<file path="src/rtl/control_unit.sv">
// Fetch/execute sequencer for the 8-bit datapath: Moore decode of the state and the IR, one instruction at a time.
// Latency: 3, 4 or 5 cycles per instruction. Backpressure: none; HALT holds until rst.
module control_unit #(
    parameter bit HALT_ON_ILLEGAL = 1'b0
) (
    input  logic       clk,
    input  logic       rst,
    input  logic [7:0] IROut,
    input  logic [3:0] flagRegisterOut,
    output logic [1:0] bus1Select,
    output logic [1:0] bus2Select,
    output logic       IRLoad,
    output logic       memoryAccessRegisterLoad,
    output logic       counterLoad,
    output logic       counterIncrement,
    output logic       counterIncrement2,
    output logic       aLoad,
    output logic       bLoad,
    output logic [2:0] aluOperationSelect,
    output logic       flagRegisterLoad,
    output logic [1:0] outputLoad,
    output logic       ramWrite,
    output logic       instrDone,
    output logic       halted,
    output logic       illegalOp
);

    typedef enum logic [2:0] {FETCH0, FETCH1, EXEC, OPER, DATA, HALT} state_t;

    localparam logic [3:0] OP_NOP = 4'h0, OP_LDA = 4'h1, OP_LDB = 4'h2, OP_STA = 4'h3,
                           OP_LIA = 4'h4, OP_LIB = 4'h5, OP_ALU = 4'h6, OP_MOV = 4'h7,
                           OP_JMP = 4'h8, OP_JCC = 4'h9, OP_OUT = 4'hA, OP_CLR = 4'hB,
                           OP_HLT = 4'hF;

    state_t     state, state_nxt;
    logic       illegal_q;
    logic [3:0] opcode;
    logic       is_illegal;
    logic       jcc_taken;

    assign opcode             = IROut[7:4];
    assign is_illegal         = (opcode == 4'hC) || (opcode == 4'hD) || (opcode == 4'hE);
    // 3 - sel equals ~sel for a 2-bit selector: 00 N, 01 Z, 10 V, 11 C
    assign jcc_taken          = flagRegisterOut[~IROut[1:0]] ^ IROut[2];
    assign aluOperationSelect = IROut[2:0];
    assign counterIncrement2  = 1'b0;
    assign illegalOp          = illegal_q;

    always_ff @(posedge clk) begin
        if (rst) begin
            state     <= FETCH0;
            illegal_q <= 1'b0;
        end else begin
            state <= state_nxt;
            if (state == EXEC && is_illegal)
                illegal_q <= 1'b1;
        end
    end

    always_comb begin
        state_nxt                = state;
        bus1Select               = 2'b00;
        bus2Select               = 2'b00;
        IRLoad                   = 1'b0;
        memoryAccessRegisterLoad = 1'b0;
        counterLoad              = 1'b0;
        counterIncrement         = 1'b0;
        aLoad                    = 1'b0;
        bLoad                    = 1'b0;
        flagRegisterLoad         = 1'b0;
        outputLoad               = 2'b00;
        ramWrite                 = 1'b0;
        instrDone                = 1'b0;
        halted                   = 1'b0;
        case (state)
            FETCH0: begin
                bus2Select               = 2'b01;
                memoryAccessRegisterLoad = 1'b1;
                state_nxt                = FETCH1;
            end
            FETCH1: begin
                bus2Select       = 2'b11;
                IRLoad           = 1'b1;
                counterIncrement = 1'b1;
                state_nxt        = EXEC;
            end
            EXEC: begin
                instrDone = 1'b1;
                state_nxt = FETCH0;
                case (opcode)
                    OP_NOP: ;
                    OP_LDA, OP_LDB, OP_STA, OP_LIA, OP_LIB, OP_JMP, OP_JCC: begin
                        // operand byte sits at PC: point MAR at it
                        instrDone                = 1'b0;
                        bus2Select               = 2'b01;
                        memoryAccessRegisterLoad = 1'b1;
                        state_nxt                = OPER;
                    end
                    OP_ALU: begin
                        bus2Select       = 2'b00;
                        aLoad            = 1'b1;
                        flagRegisterLoad = 1'b1;
                    end
                    OP_MOV: begin
                        bus1Select = 2'b01;
                        bus2Select = 2'b01;
                        bLoad      = 1'b1;
                    end
                    OP_OUT:  outputLoad = IROut[0] ? 2'b10 : 2'b01;
                    OP_CLR:  outputLoad = 2'b11;
                    OP_HLT:  state_nxt = HALT;
                    default: state_nxt = HALT_ON_ILLEGAL ? HALT : FETCH0;
                endcase
            end
            OPER: begin
                state_nxt = FETCH0;
                case (opcode)
                    OP_LDA, OP_LDB, OP_STA: begin
                        bus2Select               = 2'b11;
                        memoryAccessRegisterLoad = 1'b1;
                        counterIncrement         = 1'b1;
                        state_nxt                = DATA;
                    end
                    OP_LIA, OP_LIB: begin
                        bus2Select       = 2'b11;
                        aLoad            = (opcode == OP_LIA);
                        bLoad            = (opcode == OP_LIB);
                        counterIncrement = 1'b1;
                        instrDone        = 1'b1;
                    end
                    OP_JMP: begin
                        bus2Select  = 2'b11;
                        counterLoad = 1'b1;
                        instrDone   = 1'b1;
                    end
                    OP_JCC: begin
                        bus2Select       = jcc_taken ? 2'b11 : 2'b00;
                        counterLoad      = jcc_taken;
                        counterIncrement = !jcc_taken;
                        instrDone        = 1'b1;
                    end
                    default: ;
                endcase
            end
            DATA: begin
                instrDone = 1'b1;
                state_nxt = FETCH0;
                case (opcode)
                    OP_LDA:  begin bus2Select = 2'b10; aLoad = 1'b1; end
                    OP_LDB:  begin bus2Select = 2'b10; bLoad = 1'b1; end
                    OP_STA:  begin bus1Select = 2'b01; ramWrite = 1'b1; end
                    default: ;
                endcase
            end
            HALT:    halted = 1'b1;
            default: state_nxt = FETCH0;
        endcase

        // reset silences the datapath immediately, even mid-instruction
        if (rst) begin
            bus1Select               = 2'b00;
            bus2Select               = 2'b00;
            IRLoad                   = 1'b0;
            memoryAccessRegisterLoad = 1'b0;
            counterLoad              = 1'b0;
            counterIncrement         = 1'b0;
            aLoad                    = 1'b0;
            bLoad                    = 1'b0;
            flagRegisterLoad         = 1'b0;
            outputLoad               = 2'b00;
            ramWrite                 = 1'b0;
            instrDone                = 1'b0;
            halted                   = 1'b0;
        end
    end

endmodule
</file>
<file path="config.mk">
export PLATFORM = sky130hd
export DESIGN_NAME = control_unit
export DESIGN_NICKNAME = d
export VERILOG_FILES = /design/src/rtl/control_unit.sv
export SDC_FILE = /design/constraint.sdc
export NUM_CORES = 1
export LEC_CHECK = 0
export BUFFER_PORTS_ARGS = -buffer_cell sky130_fd_sc_hd__buf_4
export CAP_MARGIN = 20
export CORE_MARGIN = 3
export CORE_UTILIZATION = 40
export CTS_CLUSTER_SIZE = 28
export DETAILED_ROUTE_END_ITERATION = 10
export PLACE_DENSITY = 0.8
export SLEW_MARGIN = 10
export SYNTH_ARGS = -nofsm -noshare
export SYNTH_HDL_FRONTEND = slang
export SYNTH_SLANG_ARGS = --single-unit
export TNS_END_PERCENT = 10
</file>
<file path="constraint.sdc">
create_clock -name clk -period 2.1 [get_ports clk]
set_input_delay 0 -clock clk [delete_from_list [all_inputs] [get_ports clk]]
set_output_delay 0 -clock clk [all_outputs]
set_load 0.005 [all_outputs]
</file>
==> impl_metrics.tcl <==
set metrics [dict create \
    synthCells 121 \
    holdPathEnd "illegalOp$_SDFFE_PP0P_" \
    drc 0 \
    cts.htree.levels 1 \
    crit_fanout 13 \
    clk_latency_ps 220 \
    hp-class "primary input to flop" \
    start_util_pct 45.3 \
    synth_xor_area_share_pct 2.08 \
    wl_per_cell_um 13.7 \
    gr-total-overflow 0 \
    nFillCells 189 \
    min_period_ps 1860 \
    total_power_mw 0.336 \
    grtUsageTotal_pct 16.5 \
    fin_tns_setup_ps 0 \
    drive_above_1_share_pct 28.3 \
    finalWorstSetupSlack_ps 241 \
    synth.area.top_cells "dfxtp_1 (9.5%), nor2_1 (7.6%), buf_4 (7.1%)" \
    layout.cells.non_filler 163 \
    drv_slew 0 \
    vias 977 \
    clk_path_buf_depth 2 \
    postCtsSetupRepairBufs 0 \
    synth.most_common_cell "nor2_1" \
    worst_ep_required_time_ps 2100 \
    synth_cell_types 50 \
    final_hold_viol_count 0 \
    antenna_found_initial 0 \
    yosys-top-cells-count "nor2_1 (17), buf_2 (9), buf_4 (8)" \
    synthArstFlopShare_pct 0 \
    cts_buffers 3 \
    synth_warnings 0 \
    synth-adder-area-share_pct 0 \
    grt_pass1_vias 835 \
    route.final.wire_length_um 2240 \
    dp.final_hpwl_um 1710 \
    post-place-ws_ps 389 \
    setup_viol_count_final 0 \
    clkSinkCount 4 \
    cp-end-kind "output pin" \
    post-route-util_pct 54.7 \
    hold-path-cell-count 2 \
    drv_cap 0 \
    status "complete, no violations" \
    skew_ps 2.25 \
    synth-seq-cells 4 \
    synth_compound_area_share_pct 25.6 \
    synth-edff-count 0 \
    syn_to_final_growth_pct 20.8 \
    ioPinCount 35 \
    reg2reg_slack_ps 530 \
    post-place-cells 160 \
    start_kind "flop" \
    final_nets 154 \
    syn_area_per_cell_um2 6.96 \
    n_antenna_cell 0 \
    cts_tree "built" \
    design_area_um2 1020 \
    fin_hold_ws_ps 23.0 \
    synth.area.mux_share_pct 6.24 \
    root_buffer "clkbuf_4" \
    core_area_um2 1860 \
    rr_startpoint "state[2]$_SDFFE_PP0P_" \
    synth_flop_cell "dfxtp_1" \
    path_clk_slew_ps 30 \
    synth_top_area_cell "dfxtp_1" \
    hold_start "rst" \
    dieWidth_um 51.9 \
    grt_pass1_wl_um 3540 \
    synth_simple_gate_area_share_pct 40.1 \
    fmax_mhz 538 \
    dpl_cell_area_um2 993 \
    std_cell_rows 15 \
    synth_top_family_by_area "simple AND/OR/NAND/NOR gates" \
    avgViaCountPerCell 5.99 \
    crit_type "flop to output pin" \
    crit_arrival_ps 1860 \
    drt_iter0_markers 30 \
    first_pass_iters 4 \
    synth_top_area_share_pct 9.51 \
    rsz0062_at_grt "no" \
    die_area_um2 2690 \
    gp_congestion 0.912 \
    ys_seq_area_share_pct 9.51 \
    powerDensity_nw_per_um2 330 \
    ir_drop_v 0.000261 \
    die-height_um 51.9 \
    syn_area_um2 842 \
    reg2reg_to "state[2]$_SDFFE_PP0P_" \
    final_antenna_net_count 0 \
    reg2regPathDepth 4 \
    grt_max_degree 20 \
    port_buffers 31 \
    finalCritPeriodShare_pct 88.5 \
    p_leak_nw 0.426 \
]
## kinds of logic (layout without fill, tap and decap cells)
kind of cell,Yosys count,in the layout
other,1,2
flip-flops,4,4
XOR/XNOR,2,2
buffers and inverters,23,39
AND/OR/NAND/NOR,57,57
AO/OA/AOI/OAI,29,29
multiplexers,5,5
## registers in the layout (all words and copies together) (netlist names)
signal	cells
state	3
illegalOp	1
## worst max-delay path, stage by stage, from the launching register on
cell and delay (ps):
dfxtp_1 560, nand3b_1 150, nor4b_2 270, o2111ai_1 180, a211oi_1 310, buf_4 160
## routing by layer
layer	share of wire, %	track usage (%)	vias up
met5	0	0	-
met4	0	4.80	0
met3	12	0.860	0
met2	49	29.1	54
met1	39	21.3	450
li1	-	-	473
## cell type report
type / count / area, um^2 / share of cell area (%)
clock buffer: 3 / 22.5 / 2.21
inverter: 5 / 18.8 / 1.85
multi-input combinational: 95 / 631 / 62.0
sequential: 4 / 81.3 / 8.00
tap: 25 / 31.3 / 3.08
timing repair buffer: 31 / 233 / 22.9
## timing repair
action                     4_1_cts  5_1_grt
hold buffers                     0        0
gates resized for setup          0        1
setup endpoints to repair        0        1
## power breakdown
group	switching [mW]	leakage [nW]	internal [mW]
sequential	0.0146	0.0331	0.0816
clock	0.0245	0.0138	0.0634
combinational	0.0800	0.379	0.0720
total	0.119	0.426	0.217
## cell usage in the layout (no fill, tap or decap), types with 2 or more instances in the layout
| cell | n |
|---|---|
| a211oi_1 | 2 |
| a21oi_1 | 6 |
| buf_4 | 31 |
| clkbuf_4 | 3 |
| conb_1 | 2 |
| dfxtp_1 | 3 |
| inv_1 | 5 |
| mux2_2 | 2 |
| mux2i_1 | 3 |
| nand2_1 | 5 |
| nand2b_1 | 5 |
| nand3_1 | 2 |
| nand4_1 | 2 |
| nand4b_1 | 4 |
| nor2_1 | 17 |
| nor2b_1 | 4 |
| nor3_1 | 3 |
| nor4_1 | 2 |
| o21a_1 | 2 |
| o32ai_1 | 3 |
| or3b_1 | 2 |
| xor2_1 | 2 |
## how the worst max path moves through the flow
stage               depth (start not counted)       endpoint  slack, ps                   from
floorplan                                   5  bus2Select[1]        820  state[2]$_SDFFE_PP0P_
global placement                            5  outputLoad[0]        500  state[1]$_SDFFE_PP0P_
detailed placement                          5  bus2Select[1]        390  state[1]$_SDFFE_PP0P_
CTS                                         5  bus2Select[1]        140  state[1]$_SDFFE_PP0P_
global route                                5  bus2Select[1]         10  state[0]$_SDFFE_PP0P_
finish                                      5  bus2Select[1]        240  state[0]$_SDFFE_PP0P_
No activity file was read; power rests on OpenSTA's default activity.
